==> src/rtl/temp_pkg.sv <==
// Shared types, glyph codes and helpers for the temperature display slice.
// Glyphs are active-low {g,f,e,d,c,b,a}.
package temp_pkg;

  localparam int RAW_W = 12;
  localparam int INT_W = 8;
  localparam int BCD_W = 12;

  localparam logic [6:0] SEG_0     = 7'h40;
  localparam logic [6:0] SEG_1     = 7'h79;
  localparam logic [6:0] SEG_2     = 7'h24;
  localparam logic [6:0] SEG_3     = 7'h30;
  localparam logic [6:0] SEG_4     = 7'h19;
  localparam logic [6:0] SEG_5     = 7'h12;
  localparam logic [6:0] SEG_6     = 7'h02;
  localparam logic [6:0] SEG_7     = 7'h78;
  localparam logic [6:0] SEG_8     = 7'h00;
  localparam logic [6:0] SEG_9     = 7'h10;
  localparam logic [6:0] SEG_MINUS = 7'b0111111;
  localparam logic [6:0] SEG_BLANK = 7'b1111111;

  typedef enum logic [3:0] {
    DIG_0     = 4'd0,
    DIG_1     = 4'd1,
    DIG_2     = 4'd2,
    DIG_3     = 4'd3,
    DIG_4     = 4'd4,
    DIG_5     = 4'd5,
    DIG_6     = 4'd6,
    DIG_7     = 4'd7,
    DIG_8     = 4'd8,
    DIG_9     = 4'd9,
    DIG_MINUS = 4'd10,
    DIG_BLANK = 4'd11
  } digit_t;

  typedef logic [1:0] state_t;
  localparam state_t IDLE = 2'd0;
  localparam state_t CONV = 2'd1;
  localparam state_t LOAD = 2'd2;

  function automatic logic [6:0] seg_encode(digit_t d);
    case (d)
      DIG_0:     return SEG_0;
      DIG_1:     return SEG_1;
      DIG_2:     return SEG_2;
      DIG_3:     return SEG_3;
      DIG_4:     return SEG_4;
      DIG_5:     return SEG_5;
      DIG_6:     return SEG_6;
      DIG_7:     return SEG_7;
      DIG_8:     return SEG_8;
      DIG_9:     return SEG_9;
      DIG_MINUS: return SEG_MINUS;
      default:   return SEG_BLANK;
    endcase
  endfunction

  // Whole-degree magnitude, truncated toward zero; 0x800 negates to 2048 -> 128.
  function automatic logic [INT_W-1:0] raw_to_int(logic [RAW_W-1:0] raw);
    return raw[RAW_W-1] ? INT_W'((~raw + 1'b1) >> 4) : raw[RAW_W-1:4];
  endfunction

endpackage

==> src/rtl/temp_display_bin2bcd.sv <==
// Sequential double-dabble: 8-bit binary to 3-digit BCD in exactly 8 cycles.
// done_o is high during the final shift cycle; bcd_o holds the result from the next cycle on.
module bin2bcd_seq
  import temp_pkg::*;
(
  input  logic             clk,
  input  logic             reset,
  input  logic             start_i,
  input  logic [INT_W-1:0] bin_i,
  output logic             done_o,
  output logic [BCD_W-1:0] bcd_o
);

  logic [BCD_W+INT_W-1:0] sr_q, sr_d, adj;
  logic [2:0]             cnt_q, cnt_d;
  logic                   active_q, active_d;

  always_comb begin
    adj = sr_q;
    for (int i = 0; i < BCD_W / 4; i++) begin
      if (sr_q[INT_W + 4*i +: 4] >= 4'd5) begin
        adj[INT_W + 4*i +: 4] = sr_q[INT_W + 4*i +: 4] + 4'd3;
      end
    end

    sr_d     = sr_q;
    cnt_d    = cnt_q;
    active_d = active_q;
    if (start_i) begin
      sr_d     = {{BCD_W{1'b0}}, bin_i};
      cnt_d    = 3'd0;
      active_d = 1'b1;
    end else if (active_q) begin
      sr_d  = adj << 1;
      cnt_d = cnt_q + 3'd1;
      if (cnt_q == 3'd7) begin
        active_d = 1'b0;
      end
    end
  end

  always_ff @(posedge clk or negedge reset) begin
    if (!reset) begin
      sr_q     <= '0;
      cnt_q    <= 3'd0;
      active_q <= 1'b0;
    end else begin
      sr_q     <= sr_d;
      cnt_q    <= cnt_d;
      active_q <= active_d;
    end
  end

  assign done_o = active_q && (cnt_q == 3'd7);
  assign bcd_o  = sr_q[INT_W +: BCD_W];

endmodule

==> src/rtl/temp_display.sv <==
// Temperature display: periodic sensor start, reading capture, BCD conversion, 4-digit scan.
// Define TEMP_LZB_EN to blank leading zeros of the magnitude digits.
module temp_display
  import temp_pkg::*;
#(
  parameter int SAMPLE_PERIOD = 100000,
  parameter int SCAN_DIV      = 1000
) (
  input  logic        clk,
  input  logic        reset,
  input  logic [15:0] data,
  input  logic        data_valid,
  output logic        start,
  output logic        busy,
  output logic [3:0]  an,
  output logic [6:0]  seg
);

  localparam int SP_W = $clog2(SAMPLE_PERIOD);
  localparam int SD_W = $clog2(SCAN_DIV);
  localparam logic [SP_W-1:0] SAMPLE_LAST = SP_W'(SAMPLE_PERIOD - 1);
  localparam logic [SD_W-1:0] SCAN_LAST   = SD_W'(SCAN_DIV - 1);

  logic [SP_W-1:0]      sample_cnt_q, sample_cnt_d;
  logic                 start_q;
  logic [SD_W-1:0]      scan_cnt_q, scan_cnt_d;
  logic [1:0]           scan_idx_q, scan_idx_d;
  logic [3:0]           an_q;
  logic [6:0]           seg_q;

  state_t               state_q, state_d;
  logic [RAW_W-1:0]     raw_q, raw_d;
  logic [RAW_W-1:0]     pend_val_q, pend_val_d;
  logic                 pend_q, pend_d;
  logic                 busy_q;
  logic [3:0][3:0]      disp_q, disp_d, load_digits;

  logic [RAW_W-1:0]     conv_raw;
  logic                 conv_start, conv_done;
  logic [BCD_W-1:0]     conv_bcd;
  logic                 data_unused;

  assign data_unused = ^data[3:0];

  always_comb begin
    sample_cnt_d = (sample_cnt_q == SAMPLE_LAST) ? '0 : sample_cnt_q + 1'b1;
    scan_cnt_d   = (scan_cnt_q == SCAN_LAST) ? '0 : scan_cnt_q + 1'b1;
    scan_idx_d   = (scan_cnt_q == SCAN_LAST) ? scan_idx_q + 2'd1 : scan_idx_q;
  end

  // A value whose whole-degree magnitude is zero never shows a minus sign.
  always_comb begin
    load_digits[3] = (raw_q[RAW_W-1] && raw_to_int(raw_q) != '0) ? DIG_MINUS : DIG_BLANK;
    load_digits[2] = conv_bcd[11:8];
    load_digits[1] = conv_bcd[7:4];
    load_digits[0] = conv_bcd[3:0];
`ifdef TEMP_LZB_EN
    if (conv_bcd[11:8] == 4'd0) begin
      load_digits[2] = DIG_BLANK;
      if (conv_bcd[7:4] == 4'd0) begin
        load_digits[1] = DIG_BLANK;
      end
    end
`endif
  end

  // A strobe arriving during LOAD is the newest value, so it outranks the pending one.
  always_comb begin
    state_d    = state_q;
    raw_d      = raw_q;
    pend_d     = pend_q;
    pend_val_d = pend_val_q;
    disp_d     = disp_q;
    conv_start = 1'b0;
    conv_raw   = data[15:4];
    case (state_q)
      IDLE: begin
        if (data_valid) begin
          raw_d      = data[15:4];
          conv_start = 1'b1;
          state_d    = CONV;
        end
      end
      CONV: begin
        if (data_valid) begin
          pend_d     = 1'b1;
          pend_val_d = data[15:4];
        end
        if (conv_done) begin
          state_d = LOAD;
        end
      end
      LOAD: begin
        disp_d = load_digits;
        pend_d = 1'b0;
        if (data_valid || pend_q) begin
          conv_raw   = data_valid ? data[15:4] : pend_val_q;
          raw_d      = conv_raw;
          conv_start = 1'b1;
          state_d    = CONV;
        end else begin
          state_d = IDLE;
        end
      end
      default: state_d = IDLE;
    endcase
  end

  bin2bcd_seq u_bin2bcd (
    .clk     (clk),
    .reset   (reset),
    .start_i (conv_start),
    .bin_i   (raw_to_int(conv_raw)),
    .done_o  (conv_done),
    .bcd_o   (conv_bcd)
  );

  always_ff @(posedge clk or negedge reset) begin
    if (!reset) begin
      sample_cnt_q <= '0;
      start_q      <= 1'b0;
      scan_cnt_q   <= '0;
      scan_idx_q   <= 2'd0;
      an_q         <= 4'b1111;
      seg_q        <= SEG_BLANK;
      state_q      <= IDLE;
      raw_q        <= '0;
      pend_val_q   <= '0;
      pend_q       <= 1'b0;
      busy_q       <= 1'b0;
      disp_q       <= {DIG_BLANK, DIG_0, DIG_0, DIG_0};
    end else begin
      sample_cnt_q <= sample_cnt_d;
      start_q      <= (sample_cnt_d == SAMPLE_LAST);
      scan_cnt_q   <= scan_cnt_d;
      scan_idx_q   <= scan_idx_d;
      an_q         <= ~(4'b0001 << scan_idx_q);
      seg_q        <= seg_encode(digit_t'(disp_q[scan_idx_q]));
      state_q      <= state_d;
      raw_q        <= raw_d;
      pend_val_q   <= pend_val_d;
      pend_q       <= pend_d;
      busy_q       <= (state_d != IDLE);
      disp_q       <= disp_d;
    end
  end

  assign start = start_q;
  assign busy  = busy_q;
  assign an    = an_q;
  assign seg   = seg_q;

endmodule
==> config.mk <==
export PLATFORM = sky130hd
export DESIGN_NAME = temp_display
export DESIGN_NICKNAME = d
export VERILOG_FILES = /design/src/rtl/temp_pkg.sv /design/src/rtl/temp_display_bin2bcd.sv /design/src/rtl/temp_display.sv
export SDC_FILE = /design/constraint.sdc
export NUM_CORES = 1
export LEC_CHECK = 0
export CAP_MARGIN = 25
export CORE_UTILIZATION = 50
export DETAILED_ROUTE_END_ITERATION = 16
export PLACE_DENSITY = 0.79
export REMOVE_ABC_BUFFERS = 1
export SYNTH_ARGS = -nofsm -noshare
export SYNTH_HDL_FRONTEND = slang
export SYNTH_SLANG_ARGS = --single-unit
==> constraint.sdc <==
create_clock -name clk -period 2.5 [get_ports clk]
set_clock_uncertainty 0.15 [all_clocks]
set_input_delay 0.75 -clock clk [delete_from_list [all_inputs] [get_ports clk]]
set_output_delay 0.75 -clock clk [all_outputs]
set_load 0.02 [all_outputs]
=== After elaboration in Yosys (flattened, before gate mapping) ===
Memory sizes are Yosys's and may differ from the RTL's. A register that Yosys moved wholly into a read port is not among the register bits.
Cells that the tools add are included.

* Mux-type cells: 32
* Magnitude comparators: 4
* Equality and inequality tests: 9
* Reductions and logical operators: 12
* $add $sub $neg: 9
* Shift operators: 1
* Bitwise gates (word level): 3

{| class="wikitable"
|+ Operator list
! kind !! count
|-
| 2-to-1 mux 12 bit || 5
|-
| 2-to-1 mux 20 bit || 2
|-
| equality test 17 bit, second input constant || 2
|-
| adder 12 x 1 -> 12 bit, second input constant || 2
|-
| NOT 12 bit || 2
|-
| case mux 12 bit (2 select lines) || 1
|-
| adder 17 x 1 -> 17 bit, second input constant || 1
|-
| 2-to-1 mux 17 bit || 1
|-
| 2-to-1 mux 8 bit || 2
|-
| greater-or-equal comparator 4 x 3 -> 1 bit, second input constant || 3
|-
| 2-to-1 mux 4 bit || 3
|-
| adder 10 x 1 -> 10 bit, second input constant || 1
|-
| equality test 10 bit, second input constant || 1
|-
| 2-to-1 mux 10 bit || 1
|-
| 2-to-1 mux 3 bit || 3
|-
| adder 4 x 2 -> 4 bit, second input constant || 2
|-
| binary-select mux 4 bit (select 2 bit) || 1
|-
| 2-to-1 mux 1 bit || 8
|-
| nonzero test 2 bit || 4
|-
| nonzero test 8 bit || 1
|-
| inequality test 2 bit, second input constant || 3
|-
| case mux 2 bit (3 select lines) || 1
|-
| 2-to-1 mux 2 bit || 2
|-
| NOT 4 bit || 1
|-
| other kinds (15) || 17
|}

* Bits in registers: 102
* Input port bits: 19
* Logic and storage cells: 88
* ROM bits: 112
* Output and inout port bits: 13
* Memories: 1

{| class="wikitable"
|+ Memory list
! name !! words !! width !! read ports !! clocked after Yosys merged registers in !! write ports !! RTL line !! RTL
|-
| (no name shown) || 16 || 7 || 1 || 1 || 0 || temp_pkg.sv:43 || <nowiki>case (d)</nowiki>
|}

=== Logic depth before layout (Yosys ltp) ===
Gate-level depths: netlist of run 1.

* Depth in word-level cells: 7
* Gate-level depth with buffers: 9
* Mapped depth without buffers: 8

=== Hierarchy ===
From an unflattened synthesis of run 1, not the netlist that was laid out.

* Cell total of the unflattened synthesis: 501
* Area total of the unflattened synthesis: 5,377.7 µm²

{| class="wikitable"
|+ By module, submodules not included
! module !! sequential area each (µm²) !! area an instance (µm²) !! cells an instance !! instances
|-
| temp_display || 2,067.0 || 4,070.2 || 369 || 1
|-
| bin2bcd_seq || 600.6 || 1,307.5 || 132 || 1
|}

=== Worst setup path before layout of run 1 ===
No wires, ideal clock.

* Kind: input to register
* Start: input data[7]
* End: register u_bin2bcd.sr_q[7]
* Cell stages on the path: 5
* Setup time: 0.077 ns
* Path slack: -0.053 ns
* Buffers on the path: 0
* Arrival: 2.326 ns
* Cell sequence: or4_4 nor4_4 o211ai_2 or4b_1 o21ai_1

* Word-level cells in the longest chain between the ends: 7

{| class="wikitable"
|+ RTL lines
! item !! RTL line !! RTL
|-
| start, declared || temp_display.sv:11 || <nowiki>input logic [15:0] data,</nowiki>
|-
| 2-to-1 mux 12 bit || -- ||
|-
| 2-to-1 mux 12 bit || temp_display.sv:96 || <nowiki>if (data_valid || pend_q) begin</nowiki>
|-
| 2-to-1 mux 12 bit (*) || temp_display.sv:76 || <nowiki>case (state_q)</nowiki>
|-
| NOT 12 bit (*) || temp_pkg.sv:61 || <nowiki>return raw[RAW_W-1] ? INT_W'((~raw + 1'b1) >> 4) : raw[RAW_W-1:4];</nowiki>
|-
| adder 12 x 1 -> 12 bit (*) || temp_pkg.sv:61 ||
|-
| 2-to-1 mux 8 bit (*) || temp_pkg.sv:61 ||
|-
| 2-to-1 mux 20 bit (*) || temp_display_bin2bcd.sv:29 || <nowiki>if (start_i) begin</nowiki>
|-
| end signal, assigned || temp_display_bin2bcd.sv:48 || <nowiki>sr_q <= sr_d;</nowiki>
|-
| end, declared || temp_display_bin2bcd.sv:14 || <nowiki>logic [BCD_W+INT_W-1:0] sr_q, sr_d, adj;</nowiki>
|}

Every way passes the cells marked *; elsewhere a longest branch is shown, timed or not.
A chain may end at the register's enable or synchronous reset.

=== Worst setup path in the final report of run 1 ===
* Start: input data[4]
* End: register u_bin2bcd.sr_q[7]

The elaborated chain is that of the path after synthesis.

==> summary.txt, run 1 <==
outcome - completed
Tot Pwr - 5.45 mW
CTS tree - yes
CP Launch Point - data[4]
Post-Syn Instances - 497
row cnt - 37
die area - 11000 sq um
Max Fclk - 409 MHz
clock-pin slew on the worst setup and hold paths - 0.09 ns
Vias/cell - 5.31
htree depth - 3
Hold Vio Cnt, Final - 0
final setup vio count - 0
CP Capture Type - register
Critical Path RT - 2.65 ns
gp weighted congestion - 0.880
Async SR Flop Fraction - 1.00
CTS max path bufs - 2
Port Buffers - 27
Placed Cells - 680
Worst Hold Class - input port to asynchronous set/reset pin
Setup TNS - 0 ns
most common cell after layout, fill and taps aside - dfrtp_1
Ant. Diodes - 0
DP Area - 5980 sq um
Power Dens Cells - 881 nW/um^2
Total GRT Usage - 0.188
post-route cell area - 6190 sq um
Leak Pwr - 2.79 nW
Worst EP arrival - 2.59 ns
hold_ws - 0.197 ns
final net count - 595
Post-Syn Area - 5290 sq um
EDFF count, synth - 0
reg2reg start - pend_val_q[3]
die height - 105 um
RSZ-0062 raised after global routing - no
initial antenna violation count - 0
Avg Inst Size Synth - 10.6 sq um
Initial DRT Pass Iterations - 4
Rel. slew slack - 0.506
crit share post-route - 0.979
first-pass GRT wire length - 16300 um
layout cells sized above 1 - 0.193
R2R depth - 5
detailed-route DRC error count - 0
Die W - 105 um
Post-DP HPWL - 6770 um
CTS buffer count - 9
initial core utilization - 0.515
pre-CTS WS - -0.562 ns
worst skew pair latency - 0.37 ns
Iter 0 DRT Violations - 144
Startpoint Class - input port
ANT nets after route - 0
worst-path fanout max - 2
Synth Warn # - 0
Finished Core Util - 0.602
most frequent cells in the layout - dfrtp_1, nor2_1, buf_4, nand2_1, o21ai_0
Netlist cell types - 53
VDD IR max - 0.633 mV
Final Max Tran Viols - 0
area delta synth->final - 17.1%
Ports - 32
routed wire length - 9400 um
grt ovf - 0
commonest register cell after synthesis - dfrtp_1
#FFs+latches synth - 106
Worst Tran Pin Value - 0.735 ns
hold bufs inserted after CTS - 0
wire length per cell - 13.5 um
final setup margin - 0.0537 ns
Non-Filler Instances - 696
FF-to-FF setup slack - 0.20 ns
pin count of the biggest net entering global routing - 39
clock root buffer - clkbuf_8
register area share after synthesis - 0.504
CTS sink count - 106
Worst R2R End - u_bin2bcd.sr_q[7]
vias in the first global route - 3544
Setup CP Type - input port to register
Period minus WS final - 2.45 ns
Core ar. - 10300 sq um
vias post-DR - 3699
end of the critical path - u_bin2bcd.sr_q[7]
Max Cap Viol - 0
-- metal layers --
layer  up-vias  part of all wire  global-route usage
met1      1778              0.44               0.230
met4         0             0.015              0.0634
met5         -                 0                   0
met3        11             0.030              0.0412
met2        53              0.51               0.327
li1       1857                 -                   -
-- cell usage after synthesis, types with 2 or more instances --
cell type	n	share of area
mux2i_1	28	0.053
nand4_1	6	0.0071
mux2_2	25	0.053
or4b_1	2	0.0038
a31oi_1	6	0.0071
o22ai_1	3	0.0035
nor4_4	2	0.0080
a211oi_1	4	0.0057
o21a_1	2	0.0028
nor3_1	10	0.0095
nor3b_1	2	0.0028
ha_1	19	0.045
buf_1	2	0.0014
a21oi_1	22	0.021
dfrtp_1	94	0.44
nor4b_2	2	0.0057
nor2b_1	4	0.0047
or3_1	3	0.0035
dfstp_2	12	0.060
nor2_1	46	0.033
nor4_1	6	0.0071
xor2_1	18	0.030
or4_4	2	0.0043
nand3_1	19	0.018
nand2_1	40	0.028
buf_2	2	0.0019
xnor2_1	17	0.028
clkbuf_1	16	0.011
o21ai_0	34	0.032
nand2b_1	4	0.0047
nor4bb_1	2	0.0038
inv_1	22	0.016
-- cells by family (layout without fill, tap and decap cells) --
group                      Yosys count  in the layout  synth area share
and+or+nand+nor                    159            159             0.162
DFF                                106            106             0.504
AOI/OAI and AO/OA                   81             81            0.0882
muxes                               54             54             0.110
buffers and inverters               43            106            0.0324
xor gates and xnor gates            35             35            0.0580
adders and majority gates           19             19            0.0449
-- critical path, cell delays in order --
cell and delay [ns]:
dlygate4sd2_1 0.24, or4_4 0.56, nor4_4 0.28, o211ai_2 0.15, or4b_1 0.52, o21ai_1 0.10
-- how the worst min path moves through the flow --
| stage | startpoint | to | slack, ns | cells past startpoint |
|---|---|---|---|---|
| detailed placement | scan_cnt_q[0] | scan_cnt_q[0] | 0.30 | 1 |
| floorplan | scan_cnt_q[0] | scan_cnt_q[0] | 0.28 | 1 |
| global placement | scan_cnt_q[0] | scan_cnt_q[0] | 0.30 | 1 |
| global route | reset | disp_q[7] | 0.21 | 1 |
| CTS | reset | disp_q[7] | 0.20 | 1 |
| finish | reset | disp_q[7] | 0.20 | 1 |
-- flip-flops by register name (all words and copies together), names as in the netlist --
| signal | flops |
|---|---|
| scan_cnt_q | 10 |
| seg | 7 |
| u_bin2bcd.sr_q | 20 |
| u_bin2bcd.cnt_q | 3 |
| sample_cnt_q | 17 |
| disp_q | 13 |
| start | 1 |
| scan_idx_q | 2 |
| raw_q | 12 |
| busy | 1 |
| state_q | 2 |
| u_bin2bcd.active_q | 1 |
| an | 4 |
| pend_q | 1 |
| pend_val_q | 12 |
-- area by class of cell --
type                            instances  area [sq um]
Multi-Input combinational cell        348          2450
Fill cell                             867          4090
Clock buffer                           12           155
Tap cell                              136           170
Clock inverter                          2          37.5
Inverter                               22          82.6
Timing Repair Buffer                   70           626
Sequential cell                       106          2670
-- where the power goes --
group | internal (mW) | switching [mW]
logic | 0.901 | 0.912
registers | 2.24 | 0.350
clock network | 0.508 | 0.540
total | 3.65 | 1.80
-- repair_timing --
action                     CTS  global route
setup endpoints to repair    2             3
buffers inserted             2             0
resized for setup            4             2
pin swaps                    5             4
Power figures use the tool's default switching activity.
==> inputs of run 2 (changes only) <==
==> constraint.sdc (replaced) <==
create_clock -name clk -period 3.04 [get_ports clk]
set_clock_uncertainty 0.15 [all_clocks]
set_input_delay 0.912 -clock clk [delete_from_list [all_inputs] [get_ports clk]]
set_output_delay 0.912 -clock clk [all_outputs]
set_load 0.02 [all_outputs]
==> run 2 against run 1 <==
Effect of this change:
- count of clock-buffer cells in the layout unchanged
- combinational power down 22%
- utilization down 1.4 points
- sequential power down 17%
- via count up 0.46%
- routed wire length down 0.31%
- sequential cell count unchanged
- die area unchanged
- final cell count down 2.2%
==> summary.txt, run 2 (same netlist as run 1, synthesis figures left out) <==
outcome - completed
VDD IR max - 0.360 mV
Iter 0 DRT Violations - 133
Hold Vio Cnt, Final - 0
initial core utilization - 0.515
htree depth - 3
ANT nets after route - 0
Finished Core Util - 0.588
Power Dens Cells - 733 nW/um^2
vias in the first global route - 3748
first-pass GRT wire length - 16600 um
Ant. Diodes - 0
final setup vio count - 0
Max Cap Viol - 0
CTS tree - yes
Max Fclk - 356 MHz
Reg power frac - 0.485
die height - 105 um
worst skew pair latency - 0.37 ns
Final Max Tran Viols - 0
Vias/cell - 5.46
initial antenna violation count - 0
post-CTS sizing - 0
die area - 11000 sq um
CTS max path bufs - 2
gp weighted congestion - 0.883
Worst Tran Pin Value - 0.873 ns
clock-pin slew on the worst setup and hold paths - 0.10 ns
end of the critical path - u_bin2bcd.sr_q[7]
layout cells sized above 1 - 0.167
hold bufs inserted after CTS - 0
R2R depth - 6
final net count - 578
max reg flops - 20
M1 wire length - 4030 um
Post-DP HPWL - 6730 um
wire length per cell - 13.8 um
Sw Ratio - 0.334
Port Buffers - 27
Critical Path RT - 3.20 ns
worst-path fanout max - 2
clock root buffer - clkbuf_8
Leak Pwr - 2.69 nW
Startpoint Class - input port
reg2reg start - sample_cnt_q[0]
Worst EP arrival - 2.97 ns
CP Launch Point - data[7]
Ports - 32
Rel. slew slack - 0.418
Period minus WS final - 2.81 ns
top sig layer - met4
crit share post-route - 0.923
vias post-DR - 3716
Clock Power Share - 0.194
Setup CP Type - input port to register
most frequent cells in the layout - dfrtp_1, nor2_1, nand2_1, o21ai_0, mux2i_1
switching power - 1.48 mW
area delta synth->final - 14.2%
Total GRT Usage - 0.189
detailed-route DRC error count - 0
Die W - 105 um
Worst R2R End - start
Worst Hold Class - register to register
power share of the combinational group - 0.321
Tot Pwr - 4.43 mW
RSZ-0062 raised after global routing - no
CTS buffer count - 9
DR WL met2 - 4840 um
FF-to-FF setup slack - 0.55 ns
routed wire length - 9370 um
FILL cells - 836
Setup Fix Bufs, Post-CTS - 0
CTS sink count - 106
largest registers - u_bin2bcd.sr_q x20, sample_cnt_q x17, disp_q x13
most common cell after layout, fill and taps aside - dfrtp_1
CP Capture Type - register
grt ovf - 0
most flop-heavy register - u_bin2bcd.sr_q
Pint - 2.95 mW
Initial DRT Pass Iterations - 4
routed length on met3 - 353 um
pin count of the biggest net entering global routing - 66
row cnt - 37
Core ar. - 10300 sq um
run 2: how the worst min path moves through the flow:
stage	from	to	slack [ns]	cells after the start
2_1_floorplan	scan_cnt_q[0]	scan_cnt_q[0]	0.28	1
3_3_place_gp	scan_cnt_q[0]	scan_cnt_q[0]	0.30	1
3_5_place_dp	scan_cnt_q[0]	scan_cnt_q[0]	0.31	1
4_1_cts	scan_cnt_q[0]	scan_cnt_q[0]	0.33	1
5_1_grt	scan_cnt_q[0]	scan_cnt_q[0]	0.35	1
6_report	scan_cnt_q[0]	scan_cnt_q[0]	0.32	1
run 2: power by group through the flow:
| stage | sequential, mW | combinational (mW) | clock (mW) |
|---|---|---|---|
| after global routing | 2.21 | 1.61 | 0.946 |
| after floorplan | 2.15 | 0.996 | 0 |
| after CTS | 2.15 | 1.44 | 0.891 |
| after detailed placement | 2.17 | 1.43 | 0 |
| final | 2.15 | 1.42 | 0.861 |
| after global placement | 2.15 | 1.36 | 0 |
run 2: layer usage:
| metal | global-route usage | vias to the layer above |
|---|---|---|
| met5 | 0 | - |
| met4 | 0.0674 | 0 |
| met3 | 0.0518 | 13 |
| met2 | 0.334 | 86 |
| met1 | 0.221 | 1788 |
| li1 | - | 1829 |
run 2: final cells by class:
cell class                 instances  area, sq um  area share
tap                              136          170      0.0282
clock inverter                     4         51.3     0.00849
clock buffer                      12          145      0.0240
sequential                       106         2670       0.441
timing repair buffer              53          475      0.0787
multi-input combinational        348         2450       0.405
inverter                          22         82.6      0.0137
run 2: worst max-delay path: stages:
cell and delay [ns]:
clkdlybuf4s50_1 0.42, or4_4 0.58, nor4_4 0.33, o211ai_2 0.14, or4b_1 0.51, o21ai_1 0.08
run 2: stage by stage:
| stage | area, sq um | hold slack (ns) | worst slack, ns | cells | TNS, ns |
|---|---|---|---|---|---|
| after floorplan | 5200 | 0.283 | 0.198 | 476 | 0 |
| after global placement | 5850 | 0.297 | -0.142 | 665 | -0.142 |
| after detailed placement | 5850 | 0.314 | -0.191 | 665 | -0.206 |
| after CTS | 6040 | 0.327 | 0.216 | 681 | 0 |
| after global routing | 6040 | 0.354 | 0.158 | 681 | 0 |
| final | 6040 | 0.317 | 0.234 | 681 | 0 |
==> inputs of run 3 (changes only) <==
--- a/config.mk
+++ b/config.mk
@@ -8,6 +8,7 @@
 export CAP_MARGIN = 25
 export CORE_UTILIZATION = 50
 export DETAILED_ROUTE_END_ITERATION = 16
+export HOLD_SLACK_MARGIN = 0.08
 export PLACE_DENSITY = 0.79
 export REMOVE_ABC_BUFFERS = 1
 export SYNTH_ARGS = -nofsm -noshare
==> results of run 3 <==
No change in the layout: final DEF, timing and power equal those of run 2.
